`src/rtl/alu_cmd_issue_if.sv`:
```
// ---------------------------------------------------------------------------
// alu_cmd_issue_if
// Handshake bundle for the ALU command issue stage.
//   Command channel : cmd_valid, cmd_ready, cmd_a[7:0], cmd_b[7:0], cmd_op[3:0]
//   Result channel  : res_valid, res_ready, res_data[15:0], res_op[3:0], res_err
// Modports:
//   master - command producer / result consumer (drives cmd_*, res_ready)
//   slave  - the issue stage (drives cmd_ready, res_*)
// ---------------------------------------------------------------------------
interface alu_cmd_issue_if;
    logic        cmd_valid;
    logic        cmd_ready;
    logic [7:0]  cmd_a;
    logic [7:0]  cmd_b;
    logic [3:0]  cmd_op;
    logic        res_valid;
    logic        res_ready;
    logic [15:0] res_data;
    logic [3:0]  res_op;
    logic        res_err;

    modport master (
        output cmd_valid, cmd_a, cmd_b, cmd_op, res_ready,
        input  cmd_ready, res_valid, res_data, res_op, res_err
    );

    modport slave (
        input  cmd_valid, cmd_a, cmd_b, cmd_op, res_ready,
        output cmd_ready, res_valid, res_data, res_op, res_err
    );
endinterface

```
`src/rtl/alu_cmd_issue.sv`:
```
// ---------------------------------------------------------------------------
// alu_cmd_issue
// Command issue/capture stage in front of an 8-bit combinational ALU.
// Commands are buffered in a DEPTH-entry FIFO, issued one at a time onto the
// ALU ports for exactly one cycle, and the 16-bit result is registered and
// offered on a valid/ready result channel tagged with its opcode.
//
// Ports:
//   clk        in   rising-edge clock
//   rst        in   synchronous active-high reset
//   bus        slave modport of alu_cmd_issue_if (cmd_* and res_* channels)
//   alu_a      out  ALU operand a (registered)
//   alu_b      out  ALU operand b (registered)
//   alu_com    out  ALU opcode (registered)
//   alu_en     out  ALU enable; ALU output is high-Z while low
//   alu_y      in   ALU result, sampled only while issuing
//   cmd_count  out  FIFO occupancy, 0..DEPTH
//
// Optional feature: define ALU_DIV0_GUARD_EN to suppress MOD/DIV by zero.
// The ALU is then left disabled and the result is forced to 16'hFFFF with
// res_err set. Without the macro every command is issued and res_err is 0.
// ---------------------------------------------------------------------------
module alu_cmd_issue #(
    parameter int unsigned DEPTH = 4,
    parameter int unsigned CNT_W = 3
) (
    input  logic                 clk,
    input  logic                 rst,
    alu_cmd_issue_if.slave       bus,
    output logic [7:0]           alu_a,
    output logic [7:0]           alu_b,
    output logic [3:0]           alu_com,
    output logic                 alu_en,
    input  logic [15:0]          alu_y,
    output logic [CNT_W-1:0]     cmd_count
);
    localparam int unsigned PTR_W = $clog2(DEPTH);

    localparam logic [1:0] IDLE   = 2'd0;
    localparam logic [1:0] ISSUE  = 2'd1;
    localparam logic [1:0] RESULT = 2'd2;

    logic [1:0]       state;
    logic [7:0]       mem_a  [DEPTH];
    logic [7:0]       mem_b  [DEPTH];
    logic [3:0]       mem_op [DEPTH];
    logic [PTR_W-1:0] wr_ptr;
    logic [PTR_W-1:0] rd_ptr;
    logic [CNT_W-1:0] count;
    logic             push;
    logic             pop;
    logic             load;
    logic             div0;
    logic [15:0]      issue_data;
    logic             res_valid_q;
    logic [15:0]      res_data_q;
    logic [3:0]       res_op_q;

    // Full blocks pushes even when the head is being popped this cycle.
    assign bus.cmd_ready = (count != CNT_W'(DEPTH));
    assign push          = bus.cmd_valid && bus.cmd_ready;
    assign pop           = (state == ISSUE);
    assign cmd_count     = count;

    assign bus.res_valid = res_valid_q;
    assign bus.res_data  = res_data_q;
    assign bus.res_op    = res_op_q;

    // Operand registers take the FIFO head on every entry into ISSUE. In
    // RESULT the previous head was already popped, so count is post-pop.
    always_comb begin
        load = 1'b0;
        if (state == IDLE && count != '0)
            load = 1'b1;
        else if (state == RESULT && res_valid_q && bus.res_ready && count != '0)
            load = 1'b1;
    end

`ifdef ALU_DIV0_GUARD_EN
    logic res_err_q;

    assign div0       = (alu_com == 4'b0000 || alu_com == 4'b0100) && alu_b == 8'd0;
    assign issue_data = div0 ? 16'hFFFF : alu_y;
    assign bus.res_err = res_err_q;

    always_ff @(posedge clk) begin
        if (rst)
            res_err_q <= 1'b0;
        else if (state == ISSUE)
            res_err_q <= div0;
    end
`else
    assign div0        = 1'b0;
    assign issue_data  = alu_y;
    assign bus.res_err = 1'b0;
`endif

    // alu_y is only looked at in ISSUE, so a floating bus elsewhere is harmless.
    assign alu_en = (state == ISSUE) && !div0;

    always_ff @(posedge clk) begin
        if (push) begin
            mem_a[wr_ptr]  <= bus.cmd_a;
            mem_b[wr_ptr]  <= bus.cmd_b;
            mem_op[wr_ptr] <= bus.cmd_op;
        end
    end

    always_ff @(posedge clk) begin
        if (rst) begin
            state       <= IDLE;
            wr_ptr      <= '0;
            rd_ptr      <= '0;
            count       <= '0;
            alu_a       <= '0;
            alu_b       <= '0;
            alu_com     <= '0;
            res_valid_q <= 1'b0;
            res_data_q  <= '0;
            res_op_q    <= '0;
        end else begin
            if (push)
                wr_ptr <= wr_ptr + 1'b1;
            if (pop)
                rd_ptr <= rd_ptr + 1'b1;

            case ({push, pop})
                2'b10:   count <= count + CNT_W'(1);
                2'b01:   count <= count - CNT_W'(1);
                default: count <= count;
            endcase

            if (load) begin
                alu_a   <= mem_a[rd_ptr];
                alu_b   <= mem_b[rd_ptr];
                alu_com <= mem_op[rd_ptr];
            end

            case (state)
                IDLE: begin
                    if (count != '0)
                        state <= ISSUE;
                end
                ISSUE: begin
                    res_data_q  <= issue_data;
                    res_op_q    <= alu_com;
                    res_valid_q <= 1'b1;
                    state       <= RESULT;
                end
                RESULT: begin
                    if (bus.res_ready) begin
                        res_valid_q <= 1'b0;
                        state       <= (count != '0) ? ISSUE : IDLE;
                    end
                end
                default: state <= IDLE;
            endcase
        end
    end
endmodule
```
`src/flat_wrapper.sv`:
```
// flat-port wrapper written by rule: the top's interface ports become plain ports
module alu_cmd_issue_flat 
#(
    parameter int unsigned DEPTH = 4,
    parameter int unsigned CNT_W = 3
)
  (clk, rst, alu_a, alu_b, alu_com, alu_en, alu_y, cmd_count, bus_cmd_valid, bus_cmd_a, bus_cmd_b, bus_cmd_op, bus_res_ready, bus_cmd_ready, bus_res_valid, bus_res_data, bus_res_op, bus_res_err);
  alu_cmd_issue_if bus_i ();
  input  logic clk;
  input  logic rst;
  output logic [7:0] alu_a;
  output logic [7:0] alu_b;
  output logic [3:0] alu_com;
  output logic alu_en;
  input  logic [15:0] alu_y;
  output logic [CNT_W-1:0] cmd_count;
  input wire logic [$bits(bus_i.cmd_valid)-1:0] bus_cmd_valid;
  input wire logic [$bits(bus_i.cmd_a)-1:0] bus_cmd_a;
  input wire logic [$bits(bus_i.cmd_b)-1:0] bus_cmd_b;
  input wire logic [$bits(bus_i.cmd_op)-1:0] bus_cmd_op;
  input wire logic [$bits(bus_i.res_ready)-1:0] bus_res_ready;
  output wire logic [$bits(bus_i.cmd_ready)-1:0] bus_cmd_ready;
  output wire logic [$bits(bus_i.res_valid)-1:0] bus_res_valid;
  output wire logic [$bits(bus_i.res_data)-1:0] bus_res_data;
  output wire logic [$bits(bus_i.res_op)-1:0] bus_res_op;
  output wire logic [$bits(bus_i.res_err)-1:0] bus_res_err;
  assign bus_i.cmd_valid = bus_cmd_valid;
  assign bus_i.cmd_a = bus_cmd_a;
  assign bus_i.cmd_b = bus_cmd_b;
  assign bus_i.cmd_op = bus_cmd_op;
  assign bus_i.res_ready = bus_res_ready;
  assign bus_cmd_ready = bus_i.cmd_ready;
  assign bus_res_valid = bus_i.res_valid;
  assign bus_res_data = bus_i.res_data;
  assign bus_res_op = bus_i.res_op;
  assign bus_res_err = bus_i.res_err;
  alu_cmd_issue #(.DEPTH(DEPTH), .CNT_W(CNT_W)) u_core (.clk(clk), .rst(rst), .bus(bus_i), .alu_a(alu_a), .alu_b(alu_b), .alu_com(alu_com), .alu_en(alu_en), .alu_y(alu_y), .cmd_count(cmd_count));
endmodule
```
`config.mk`:
```
export PLATFORM = sky130hd
export DESIGN_NAME = alu_cmd_issue_flat
export DESIGN_NICKNAME = d
export VERILOG_FILES = /design/src/rtl/alu_cmd_issue_if.sv /design/src/rtl/alu_cmd_issue.sv /design/src/flat_wrapper.sv
export SDC_FILE = /design/constraint.sdc
export NUM_CORES = 1
export LEC_CHECK = 0
export ABC_CLOCK_PERIOD_IN_PS = 2040
export BUFFER_PORTS_ARGS = -buffer_cell sky130_fd_sc_hd__buf_4
export CAP_MARGIN = 20
export CORE_MARGIN = 5
export CORE_UTILIZATION = 40
export DETAILED_ROUTE_END_ITERATION = 7
export MAX_ROUTING_LAYER = met4
export PLACE_DENSITY = 0.68
export SYNTH_ARGS = -nofsm -noshare
export SYNTH_HDL_FRONTEND = slang
export SYNTH_SLANG_ARGS = --single-unit
```
`constraint.sdc`:
```
create_clock -name clk -period 2.04 [get_ports clk]
set_clock_uncertainty 0.15 [all_clocks]
set_input_delay 0.204 -clock clk [delete_from_list [all_inputs] [get_ports clk]]
set_output_delay 0.204 -clock clk [all_outputs]
set_load 0.01 [all_outputs]
```
**After elaboration in Yosys (flattened, before gate mapping)**

Memories as Yosys holds them, arrays and structs flattened. A register that Yosys moved wholly into a read port is not among the register bits.
Index checks and enable logic that the tools add are counted.

- Equality and inequality tests: 7
- Add/subtract/negate cells: 4
- Muxes and demuxes: 11
- Reduce and logical (&&, ||, !) cells: 11

Operator list:

| cell | count |
|---|---|
| 2-to-1 mux 1 bit | 6 |
| one-hot mux 2 bit (3 select lines) | 1 |
| one-hot mux 3 bit (2 select lines) | 1 |
| logical AND 1 bit | 5 |
| adder 2 x 1 -> 2 bit, second input constant | 2 |
| == test 2 x 1 -> 1 bit, second input constant | 2 |
| == test 2 bit, second input constant | 2 |
| 2-to-1 mux 2 bit | 2 |
| != test 2 bit, second input constant | 2 |
| AND reduction 2 bit | 2 |
| nonzero test 2 bit | 2 |
| adder 3 x 1 -> 3 bit, second input constant | 1 |
| != test 3 bit, second input constant | 1 |
| nonzero test 3 bit | 1 |
| subtractor 3 x 1 -> 3 bit, second input constant | 1 |
| zero test 2 bit | 1 |
| one-hot mux 1 bit (2 select lines) | 1 |

- Bits of input ports: 40
- Bits in writable memories: 80
- Bits in registers: 30
- Memories: 3

Memories:

| memory | words | bits a word | rd ports | clocked after memory_dff | write ports | RTL line | RTL |
|---|---|---|---|---|---|---|---|
| u_core.mem_a | 4 | 8 | 1 | 1 | 1 | alu_cmd_issue.sv:44 | `logic [7:0] mem_a [DEPTH];` |
| u_core.mem_b | 4 | 8 | 1 | 1 | 1 | alu_cmd_issue.sv:45 | `logic [7:0] mem_b [DEPTH];` |
| u_core.mem_op | 4 | 4 | 1 | 1 | 1 | alu_cmd_issue.sv:46 | `logic [3:0] mem_op [DEPTH];` |

**Logic depth before layout (Yosys ltp)**

Gate-level depths: netlist (run 1).

- Depth in word-level cells: 6
- Depth in mapped cells: 10
- Depth with buffers taken out: 8

**Worst setup path after synthesis (run 1)**

OpenSTA, ideal clock, no wires.

- Path type: register -> register
- Start point: register u_core.count[2] (netlist: u_core.cmd_count[2])
- End point: register u_core.count[2] (netlist: u_core.cmd_count[2])
- Arrival: 2.131 ns
- Path buffers: 1
- Library setup time: 0.070 ns
- Cell stages (with the launch flop): 10
- Required time: 1.820 ns
- Setup slack: -0.312 ns
- Cell sequence: dfxtp_1 or3b_1 buf_2 nand2_1 ha_1 inv_1 fa_1 xor2_1 or3_1 a21oi_1

- Longest elaborated chain between the ends: 4
- Elaborated cells on any way between the ends: 8
- Those cells by class: 2 x add/sub; 3 x eq/ne; 1 x mux; 2 x reduce/logical

RTL lines:

| element | RTL line | RTL |
|---|---|---|
| start: declaration | alu_cmd_issue.sv:49 | `logic [CNT_W-1:0] count;` |
| start signal: assignment | alu_cmd_issue.sv:128 | `2'b10: count <= count + CNT_W'(1);` |
| start signal: assignment | alu_cmd_issue.sv:129 | `2'b01: count <= count - CNT_W'(1);` |
| start signal: assignment | alu_cmd_issue.sv:130 | `default: count <= count;` |
| != test 3 bit * | alu_cmd_issue.sv:60 | `assign bus.cmd_ready = (count != CNT_W'(DEPTH));` |
| via bus_cmd_ready | flat_wrapper.sv:22 | `output wire logic [$bits(bus_i.cmd_ready)-1:0] bus_cmd_ready;` |
| logical AND 1 bit * | alu_cmd_issue.sv:61 | `assign push = bus.cmd_valid && bus.cmd_ready;` |
| == test 2 x 1 -> 1 bit or == test 2 bit (tied branches) | alu_cmd_issue.sv:127 | `case ({push, pop})` |
| one-hot mux 3 bit (2 select lines) or nonzero test 2 bit (tied branches) | -- |  |

Mark *: on every way through the listed nets, which the timed path passes. The rest lies on a longest branch.
A chain may end at the register's enable or synchronous reset.

**Worst setup path after layout (run 1)**

- Start point: register u_core.count[2] (netlist: u_core.cmd_count[2])
- End point: register u_core.count[2] (netlist: u_core.cmd_count[2])

- Longest elaborated chain between the ends: 4
- Elaborated cells on any way between the ends: 8
- Those cells by class: 2 x add/sub; 3 x eq/ne; 1 x mux; 2 x reduce/logical

RTL lines:

| element | RTL line |
|---|---|
| != test 3 bit | alu_cmd_issue.sv:60 |
| logical AND 1 bit | alu_cmd_issue.sv:61 |
| == test 2 x 1 -> 1 bit or == test 2 bit (tied branches) | alu_cmd_issue.sv:127 |
| one-hot mux 3 bit (2 select lines) or nonzero test 2 bit (tied branches) | -- |

Parallel ways exist; a longest one is shown, timed or not.

==> impl_metrics.json, run 1 <==
{
  "clk-insertion-delay-late_ns": 0.41,
  "distinct_cell_type_count_of_the_synthesized_netlist": 33,
  "drt_drc_violations_left": 0,
  "worst_hold_path_endpoint": "u_core.rd_ptr[0]$_SDFFE_PP0P_",
  "grt_util_met2": 0.260,
  "r2r.worst_path.cells": 8,
  "finalNetCount": 529,
  "final_period_minus_worst_setup_slack_ns": 2.11,
  "yosys-top-cells-area": "sky130_fd_sc_hd__edfxtp_1, sky130_fd_sc_hd__dfxtp_1, sky130_fd_sc_hd__mux4_1",
  "slew_viol_final": 0,
  "i_o_pin_cnt": 87,
  "tritoncts": "yes",
  "grt-ovfl-total": 0,
  "power.static_leakage_nw": 2.61,
  "post_syn_area_um2": 5050,
  "critical_path_required_ns": 2.22,
  "max_clock_freq_mhz": 473,
  "first_global_vias": 3428,
  "start_kind": "flop",
  "drt-total-wl_mm": 11.2,
  "hold-path-cell-count": 2,
  "fraction_of_layout_instances_using_a_drive_strength_above_1": 0.292,
  "floorplan.die_area_um2": 15000,
  "busiest_layer": "met2",
  "max_cap_viol_count": 0,
  "numPlacedInstances": 598,
  "hold_start": "rst",
  "global_route_wire_length_before_repair_mm": 17.8,
  "hold_violations": 0,
  "clock_root_buffer": "sky130_fd_sc_hd__clkbuf_16",
  "postSynthCellCount": 352,
  "cts-buffers-inserted": 17,
  "yosys.area.top_type_share": 0.475,
  "core_rows": 41,
  "hpwl_mm": 6.78,
  "detail-route-antenna-nets": 0,
  "cp-end-kind": "flop",
  "arrival_ns": 2.29,
  "post-route-util": 0.554,
  "die_width_um": 122,
  "buffers_added_on_ports": 85,
  "detailroute.via_count": 3388,
  "clock_tree_buffer_depth": 2,
  "number_of_diodes_added_for_antenna_fixing": 0,
  "worst-setup-path-type": "flop to flop",
  "setup_viol": 1,
  "avgRoutedWirePerCell_um": 16.8,
  "postSynthNetCount": 398,
  "drt_iter0_markers": 178,
  "worst_pin_slew_ns": 0.701,
  "worstPathMaxFanout": 2,
  "grt_antenna_before_repair": 0,
  "instances_no_fill": 668,
  "die_y_um": 122,
  "syn_to_final_growth_pct": 37.2,
  "cell_accounting_for_the_most_synthesized_area": "sky130_fd_sc_hd__edfxtp_1",
  "setup.reg_to_reg.worst_slack_ns": -0.07,
  "grt_use_met3": 0.0433,
  "grt_use_total": 0.161,
  "maximum_vdd_ir_drop_mv": 0.662,
  "clkTransAtPathRegs_ns": 0.06,
  "initial_utilization": 0.404,
  "hold_path_class": "primary input to flop",
  "cts.sinks": 130,
  "power_density_nw_per_um2": 1390,
  "dr.pass1.iters": 4,
  "finalCritPeriodShare": 1.04,
  "relative_slew_slack": 0.532,
  "grt_max_degree": 51,
  "cts-htree-levels": 4,
  "violations": "negative setup slack",
  "filler_cell_count": 1022,
  "synthesis.yosys.warnings": 0,
  "place_ws_ns": -0.141,
  "ys_seq_elements": 130,
  "post_layout_total_power_mw": 9.63,
  "synth_sequential_area_ratio": 0.674,
  "final_critical_path_setup_slack_ns": -0.0748,
  "worst_r2r_startpoint": "u_core.cmd_count[2]$_SDFFE_PP0P_",
  "drt-vias-per-instance": 5.07,
  "run_status": "finished, violations left",
  "grt.met1_usage": 0.196,
  "syn_area_per_cell_um2": 14.4,
  "place.gp.congestion": 0.768,
  "critical_path.reg2reg.endpoint": "u_core.cmd_count[2]$_SDFFE_PP0P_",
  "fp.coreArea_um2": 12500,
  "rsz0062_at_grt": "true"
}
[worst max path at each step]
stage / from / end / slack [ns] / depth (start not counted)
after CTS: u_core.cmd_count[2]$_SDFFE_PP0P_ / u_core.cmd_count[2]$_SDFFE_PP0P_ / -0.09 / 8
after detailed placement: u_core.cmd_count[1]$_SDFFE_PP0P_ / u_core.cmd_count[2]$_SDFFE_PP0P_ / -0.14 / 8
after global placement: u_core.cmd_count[1]$_SDFFE_PP0P_ / u_core.cmd_count[2]$_SDFFE_PP0P_ / -0.1 / 8
final: u_core.cmd_count[2]$_SDFFE_PP0P_ / u_core.cmd_count[2]$_SDFFE_PP0P_ / -0.07 / 8
after global routing: u_core.cmd_count[0]$_SDFFE_PP0P_ / u_core.cmd_count[2]$_SDFFE_PP0P_ / -0.13 / 8
after floorplan: u_core.cmd_count[1]$_SDFFE_PP0P_ / u_core.cmd_count[2]$_SDFFE_PP0P_ / -0.17 / 9
[per-stage QoR]
step                TNS (ns)  hold WS [ns]  instance area, um^2
floorplan             -0.190         0.146                 5090
global placement     -0.0958         0.256                 5940
detailed placement    -0.141         0.258                 5940
CTS                  -0.0914        0.0836                 6930
global route          -0.132         0.117                 6930
finish               -0.0748         0.103                 6930
[critical path, stage by stage, from the launching register on]
cell and delay, ns:
sky130_fd_sc_hd__dfxtp_4 0.33, sky130_fd_sc_hd__or3b_4 0.40, sky130_fd_sc_hd__nand2_4 0.08, sky130_fd_sc_hd__ha_4 0.12
sky130_fd_sc_hd__inv_2 0.03, sky130_fd_sc_hd__fa_2 0.34, sky130_fd_sc_hd__xor2_1 0.15, sky130_fd_sc_hd__or3_1 0.30
sky130_fd_sc_hd__a21oi_1 0.13
[report_power, final]
part	switching (mW)	leakage [nW]	total, mW	internal [mW]
Sequential	0.238	1.14	3.53	3.30
Clock	1.08	0.295	3.06	1.98
Combinational	1.67	1.17	3.03	1.37
Total	2.98	2.61	9.63	6.64
[cell type report]
| cell class | instances | area (um^2) | area share |
|---|---|---|---|
| clock buffers | 19 | 453 | 0.0653 |
| multi-input cells | 185 | 1500 | 0.216 |
| inverters | 8 | 30.0 | 0.00433 |
| well taps | 172 | 215 | 0.0310 |
| repair buffers | 141 | 1170 | 0.168 |
| flip-flops and latches | 130 | 3410 | 0.492 |
| clock inverters | 13 | 159 | 0.0229 |
[sequential cells by signal, indices dropped and copies added, names as in the netlist, 2 cells and up]
name and cells:
u_core.alu_a 8, u_core.alu_b 8, u_core.alu_com 4, u_core.bus.res_data 16, u_core.bus.res_op 4, u_core.cmd_count 3, u_core.mem_a 32, u_core.mem_b 32
u_core.mem_op 16, u_core.rd_ptr 2, u_core.state 2, u_core.wr_ptr 2
[kinds of logic (layout without fill, tap and decap cells)]
group           after synthesis  in the layout  share of synthesized area
mux                          20             20                      0.104
simple gates                 82             82                     0.0778
other cells                   1              1                   0.000742
flops                       130            130                      0.674
compound gates               72             72                     0.0844
buf+inv                      37            181                     0.0362
fa+ha+maj                     6              6                     0.0163
xor+xnor                      4              4                    0.00694
[per-layer routing]
layer	vias up	routed length, um
met5	-	0
li1	1608	-
met2	110	5640
met4	0	44
met3	6	785
met1	1664	4740
[cell usage in the layout (no fill, tap or decap), types with 7 or more instances in the layout]
cell and count:
sky130_fd_sc_hd__a21oi_1 46, sky130_fd_sc_hd__buf_4 102, sky130_fd_sc_hd__clkbuf_16 17, sky130_fd_sc_hd__dfxtp_1 47, sky130_fd_sc_hd__dlygate4sd3_1 38, sky130_fd_sc_hd__edfxtp_1 80
sky130_fd_sc_hd__inv_1 7, sky130_fd_sc_hd__mux4_1 20, sky130_fd_sc_hd__nand2_1 41, sky130_fd_sc_hd__nand4_1 20, sky130_fd_sc_hd__o31ai_1 20
[what timing repair did]
item                                    in CTS  in global routing
endpoints found under the setup margin       1                  1
setup buffers                                0                  0
hold endpoints to repair                   100                  0
hold buffers                                38                  0
pin swaps                                    4                  1
gates resized for setup                      1                  0
[cell usage after synthesis, drive strengths merged]
cell     number
edfxtp       80
dfxtp        50
a21oi        46
nand2        42
buf          21
mux4         20
nand4        20
o31ai        20
clkbuf        8
inv           8
ha            5
nor2          5
and3          4
nand3         3
xor2          3
a21o          2
nor3          2
or3           2
a2111oi       1
a21bo         1
a21boi        1
conb          1
fa            1
nand2b        1
nand3b        1
nor2b         1
o21ai         1
or3b          1
xnor2         1
No activity file was read; power rests on OpenSTA's default activity.
==> inputs of run 2 (changes only) <==
Settings changed: GPL_TIMING_DRIVEN from default to 0.
==> impl_metrics.json, run 2 (synthesized netlist as in run 1, its figures left out) <==
{
  "cp_slowest_stage_delay_ns": 0.39,
  "cts-buffers-inserted": 17,
  "dr.pass1.iters": 4,
  "fraction_of_layout_instances_using_a_drive_strength_above_1": 0.305,
  "cpMaxStageDelayCell": "sky130_fd_sc_hd__or3b_1",
  "grt-ovfl-total": 0,
  "cp-end-kind": "flop",
  "drt_iter0_markers": 210,
  "layout_common_cells": "sky130_fd_sc_hd__buf_4, sky130_fd_sc_hd__edfxtp_1, sky130_fd_sc_hd__dfxtp_1, sky130_fd_sc_hd__a21oi_1, sky130_fd_sc_hd__nand2_1",
  "worstPathBufferInverterCount": 2,
  "hpwl_mm": 7.34,
  "setup.reg_to_reg.worst_slack_ns": -0.18,
  "clk-insertion-delay-late_ns": 0.41,
  "place_ws_ns": -0.364,
  "worst_hold_slack_ns": 0.0830,
  "stdcell_area_um2": 7010,
  "drt_drc_violations_left": 0,
  "path_depth": 9,
  "layout.cells.most_common": "sky130_fd_sc_hd__buf_4",
  "r2r.worst_path.cells": 9,
  "worst-setup-path-type": "flop to flop",
  "grt_use_total": 0.158,
  "worstPathMaxFanout": 3,
  "worst_hold_path_endpoint": "u_core.wr_ptr[1]$_SDFFE_PP0P_",
  "buffers_added_on_ports": 84,
  "worst_pin_slew_ns": 0.600,
  "relative_slew_slack": 0.600,
  "hold_start": "bus_cmd_valid",
  "critical_path_required_ns": 2.22,
  "fp.coreArea_um2": 12500,
  "grt_antenna_before_repair": 0,
  "setup_viol": 3,
  "max_cap_viol_count": 0,
  "critical_path.reg2reg.endpoint": "u_core.cmd_count[2]$_SDFFE_PP0P_",
  "finalNetCount": 548,
  "initial_utilization": 0.404,
  "number_of_diodes_added_for_antenna_fixing": 0,
  "global_route_wire_length_before_repair_mm": 17.5,
  "maximum_vdd_ir_drop_mv": 0.645,
  "final_period_minus_worst_setup_slack_ns": 2.22,
  "first_global_vias": 3361,
  "cp_cell_sequence": "or3b_1 -> buf_6 -> nand2_4 -> ha_4 -> inv_2 -> fa_2 -> xor2_1 -> or3_1 -> a21oi_1",
  "drt-total-wl_mm": 11.2,
  "hold_path_class": "primary input to flop",
  "clock_root_buffer": "sky130_fd_sc_hd__clkbuf_16",
  "floorplan.die_area_um2": 15000,
  "placed_area_um2": 5940,
  "power.static_leakage_nw": 2.65,
  "drt-vias-per-instance": 4.95,
  "run_status": "finished, violations left",
  "grt_max_degree": 21,
  "hold-path-cell-count": 3,
  "rsz0062_at_grt": "true",
  "core_rows": 41,
  "syn_to_final_growth_pct": 38.7,
  "critical-path-top-delay-family": "simple AND/OR/NAND/NOR gates",
  "detailroute.via_count": 3400,
  "place.gp.congestion": 0.756,
  "violations": "negative setup slack",
  "cts.sinks": 130,
  "die_y_um": 122,
  "clkTransAtPathRegs_ns": 0.06,
  "start_kind": "flop",
  "final_critical_path_setup_slack_ns": -0.177,
  "filler_cell_count": 1015,
  "clock_tree_buffer_depth": 2,
  "hold_violations": 0,
  "arrival_ns": 2.39,
  "tritoncts": "yes",
  "power_density_nw_per_um2": 1370,
  "cts-htree-levels": 4,
  "die_width_um": 122,
  "layout_top_registers": "u_core.mem_a (32), u_core.mem_b (32)",
  "detail-route-antenna-nets": 0,
  "worst_r2r_startpoint": "u_core.cmd_count[0]$_SDFFE_PP0P_",
  "slew_viol_final": 0,
  "max_clock_freq_mhz": 451,
  "finalCritPeriodShare": 1.09,
  "i_o_pin_cnt": 87,
  "avgRoutedWirePerCell_um": 16.3
}
[run 2: timing repair]
| item | in CTS | in global routing |
|---|---|---|
| endpoints found under the hold margin | 98 | 0 |
| pin swaps | 1 | 0 |
| buffers inserted | 6 | 3 |
| hold buffers | 38 | 0 |
| resized for setup | 7 | 4 |
| endpoints found under the setup margin | 82 | 22 |
[run 2: final cells by class]
| type | count | area [um^2] | share of cell area |
|---|---|---|---|
| tap | 172 | 215 | 0.0307 |
| clock inverter | 13 | 153 | 0.0218 |
| sequential | 130 | 3410 | 0.487 |
| buffer | 29 | 165 | 0.0236 |
| multi-input combinational | 185 | 1500 | 0.214 |
| timing repair buffer | 131 | 1090 | 0.155 |
| inverter | 8 | 30.0 | 0.00428 |
| clock buffer | 19 | 443 | 0.0632 |
[run 2: metal layers]
layer	up-vias	GRT usage	wire length, um
li1	1654	-	-
met5	-	-	0
met4	0	0.0553	139
met1	1641	0.191	4990
met3	12	0.0456	609
met2	93	0.257	5450
[run 2: worst min-delay path, stage by stage]
cell	delay, ns
sky130_fd_sc_hd__buf_1	0.19
sky130_fd_sc_hd__nand3_1	0.14
sky130_fd_sc_hd__a21oi_1	0.05
[run 2: power by group]
group,internal (mW),switching [mW],total (mW)
registers,3.30,0.284,3.58
logic,1.43,1.64,3.07
clock network,1.85,1.12,2.97
[run 2: worst max path at each step]
stage | endpoint | from | slack (ns)
floorplan | u_core.cmd_count[2]$_SDFFE_PP0P_ | u_core.cmd_count[1]$_SDFFE_PP0P_ | -0.17
finish | u_core.cmd_count[2]$_SDFFE_PP0P_ | u_core.cmd_count[0]$_SDFFE_PP0P_ | -0.18
detailed placement | u_core.cmd_count[2]$_SDFFE_PP0P_ | u_core.state[0]$_SDFFE_PP0P_ | -0.36
global route | u_core.cmd_count[2]$_SDFFE_PP0P_ | u_core.cmd_count[0]$_SDFFE_PP0P_ | -0.24
global placement | u_core.cmd_count[2]$_SDFFE_PP0P_ | u_core.state[0]$_SDFFE_PP0P_ | -0.30
CTS | u_core.cmd_count[2]$_SDFFE_PP0P_ | u_core.cmd_count[0]$_SDFFE_PP0P_ | -0.20
[run 2: through the flow]
stage | utilization | total power, mW | std cells | TNS [ns]
2_1_floorplan | - | 5.38 | 352 | -0.190
3_3_place_gp | 0.474 | 6.43 | 608 | -7.38
3_5_place_dp | 0.474 | 6.53 | 608 | -8.77
4_1_cts | 0.557 | 9.64 | 684 | -3.25
5_1_grt | 0.560 | 10.1 | 687 | -0.424
6_report | 0.560 | 9.63 | 687 | -0.251
==> inputs of run 3 (changes only) <==
Settings changed: CTS_BUF_LIST from default to sky130_fd_sc_hd__clkbuf_16, PLACE_DENSITY 0.68 to default, PLACE_DENSITY_LB_ADDON from default to 0.08.
==> impl_metrics.json, run 3 (synthesized netlist as in run 1, its figures left out) <==
{
  "hpwl_mm": 7.94,
  "worst_hold_path_endpoint": "u_core.wr_ptr[1]$_SDFFE_PP0P_",
  "drt-vias-per-instance": 4.92,
  "start_kind": "flop",
  "clkTransAtPathRegs_ns": 0.06,
  "worst_r2r_startpoint": "u_core.cmd_count[1]$_SDFFE_PP0P_",
  "hold_path_class": "primary input to flop",
  "power_frac_comb": 0.323,
  "hold_violations": 0,
  "dr.pass1.iters": 4,
  "power.static_leakage_nw": 2.65,
  "fraction_of_layout_instances_using_a_drive_strength_above_1": 0.317,
  "clock_root_buffer": "sky130_fd_sc_hd__clkbuf_16",
  "setup.reg_to_reg.worst_slack_ns": -0.21,
  "finalNetCount": 550,
  "slew_viol_final": 0,
  "initial_utilization": 0.404,
  "cts-buffers-inserted": 17,
  "buffers_added_on_ports": 84,
  "worstPathMaxFanout": 5,
  "pwr-share-seq": 0.372,
  "finalCritPeriodShare": 1.10,
  "number_of_diodes_added_for_antenna_fixing": 0,
  "maximum_vdd_ir_drop_mv": 0.530,
  "layout_top_registers": "u_core.mem_a (32), u_core.mem_b (32)",
  "power_density_nw_per_um2": 1370,
  "final_period_minus_worst_setup_slack_ns": 2.25,
  "place.gp.congestion": 0.702,
  "fin_tns_setup_ns": -0.210,
  "clock_tree_buffer_depth": 2,
  "drt_iter0_markers": 128,
  "cp-end-kind": "flop",
  "final_critical_path_setup_slack_ns": -0.210,
  "p_int_mw": 6.57,
  "drt_drc_violations_left": 0,
  "grt_max_degree": 17,
  "max_clock_freq_mhz": 445,
  "fp.coreArea_um2": 12500,
  "grt-ovfl-total": 0,
  "layout.cells.most_common": "sky130_fd_sc_hd__buf_4",
  "syn_to_final_growth_pct": 39.5,
  "worst-setup-path-type": "flop to flop",
  "placed_area_um2": 6000,
  "run_status": "finished, violations left",
  "clk-insertion-delay-late_ns": 0.41,
  "drt-total-wl_mm": 11.5,
  "rsz0062_at_grt": "true",
  "detail-route-antenna-nets": 0,
  "grt_use_total": 0.165,
  "i_o_pin_cnt": 87,
  "grt_antenna_before_repair": 0,
  "post_layout_total_power_mw": 9.65,
  "detailroute.via_count": 3393,
  "relative_slew_slack": 0.631,
  "violations": "negative setup slack",
  "global_route_wire_length_before_repair_mm": 17.7,
  "die_width_um": 122,
  "hold_start": "bus_cmd_valid",
  "p_sw_mw": 3.08,
  "core_rows": 41,
  "arrival_ns": 2.44,
  "tritoncts": "yes",
  "clock_power_share": 0.305,
  "avgRoutedWirePerCell_um": 16.7,
  "max_cap_viol_count": 0,
  "critical_path_required_ns": 2.23,
  "floorplan.die_area_um2": 15000,
  "r2r.worst_path.cells": 8,
  "stdcell_area_um2": 7050,
  "cts-htree-levels": 4,
  "setup_viol": 1,
  "hold-path-cell-count": 3,
  "first_global_vias": 3311,
  "cts.sinks": 130,
  "critical_path.reg2reg.endpoint": "u_core.cmd_count[2]$_SDFFE_PP0P_",
  "layout_common_cells": "sky130_fd_sc_hd__buf_4, sky130_fd_sc_hd__edfxtp_1, sky130_fd_sc_hd__dfxtp_1, sky130_fd_sc_hd__a21oi_1, sky130_fd_sc_hd__nand2_1",
  "worst_pin_slew_ns": 0.553,
  "die_y_um": 122,
  "power_switching_share": 0.319
}
[run 3: changes by cell type in the layout (fill, tap and decap cells not counted), sizes merged]
cell,change
clkinvlp,+3
clkbuf,-2
clkinv,-1
buf,+2
[run 3: per-stage QoR]
stage | hold slack (ns) | instances | util | worst slack, ns
floorplan | 0.146 | 352 | - | -0.169
global placement | 0.254 | 608 | 0.474 | -0.303
detailed placement | 0.259 | 612 | 0.479 | -0.347
CTS | 0.0489 | 685 | 0.559 | -0.198
global route | 0.0782 | 689 | 0.563 | -0.267
finish | 0.0636 | 689 | 0.563 | -0.210
[run 3: power by group through the flow]
stage	Sequential [mW]	Combinational [mW]	Clock [mW]
detailed placement	3.65	2.93	0
finish	3.58	3.12	2.95
floorplan	3.71	1.67	0
global route	3.64	3.41	3.13
CTS	3.59	3.06	3.00
global placement	3.64	2.86	0
[run 3: repair_timing]
item / in CTS / in global routing
endpoints found under the hold margin: 98 / 0
setup endpoints to repair: 2 / 2
pin swaps: 1 / 6
gates resized for setup: 8 / 5
setup buffers: 3 / 5
hold buffers: 38 / 0
[run 3: worst max path at each step]
stage,startpoint,to,slack [ns],depth (start not counted)
detailed placement,u_core.state[0]$_SDFFE_PP0P_,u_core.cmd_count[2]$_SDFFE_PP0P_,-0.35,10
global placement,u_core.state[0]$_SDFFE_PP0P_,u_core.cmd_count[2]$_SDFFE_PP0P_,-0.30,10
global route,u_core.cmd_count[1]$_SDFFE_PP0P_,u_core.cmd_count[2]$_SDFFE_PP0P_,-0.27,8
CTS,u_core.cmd_count[0]$_SDFFE_PP0P_,u_core.cmd_count[2]$_SDFFE_PP0P_,-0.20,9
finish,u_core.cmd_count[1]$_SDFFE_PP0P_,u_core.cmd_count[2]$_SDFFE_PP0P_,-0.21,8
floorplan,u_core.cmd_count[1]$_SDFFE_PP0P_,u_core.cmd_count[2]$_SDFFE_PP0P_,-0.17,9
[run 3: area by class of cell]
type	count	area [um^2]
repair buffers	134	1130
clock inverters	15	160
multi-input cells	185	1520
fillers	1075	5470
inverters	8	30.0
flip-flops and latches	130	3410
plain buffers	28	154
clock buffers	17	425
well taps	172	215
[run 3: critical path: stages, from the launching register on]
cell                      delay, ns
sky130_fd_sc_hd__dfxtp_4       0.36
sky130_fd_sc_hd__or3b_4        0.41
sky130_fd_sc_hd__nand2_4       0.07
sky130_fd_sc_hd__ha_4          0.13
sky130_fd_sc_hd__inv_2         0.04
sky130_fd_sc_hd__fa_2          0.34
sky130_fd_sc_hd__xor2_2        0.19
sky130_fd_sc_hd__or3_4         0.36
sky130_fd_sc_hd__a21oi_2       0.12
[run 3: per-layer routing]
metal	part of all wire	wire length, um	global-route usage
met4	0.013	150	0.0735
met1	0.44	5130	0.201
met3	0.058	666	0.0475
met2	0.48	5590	0.256
met5	0	0	-
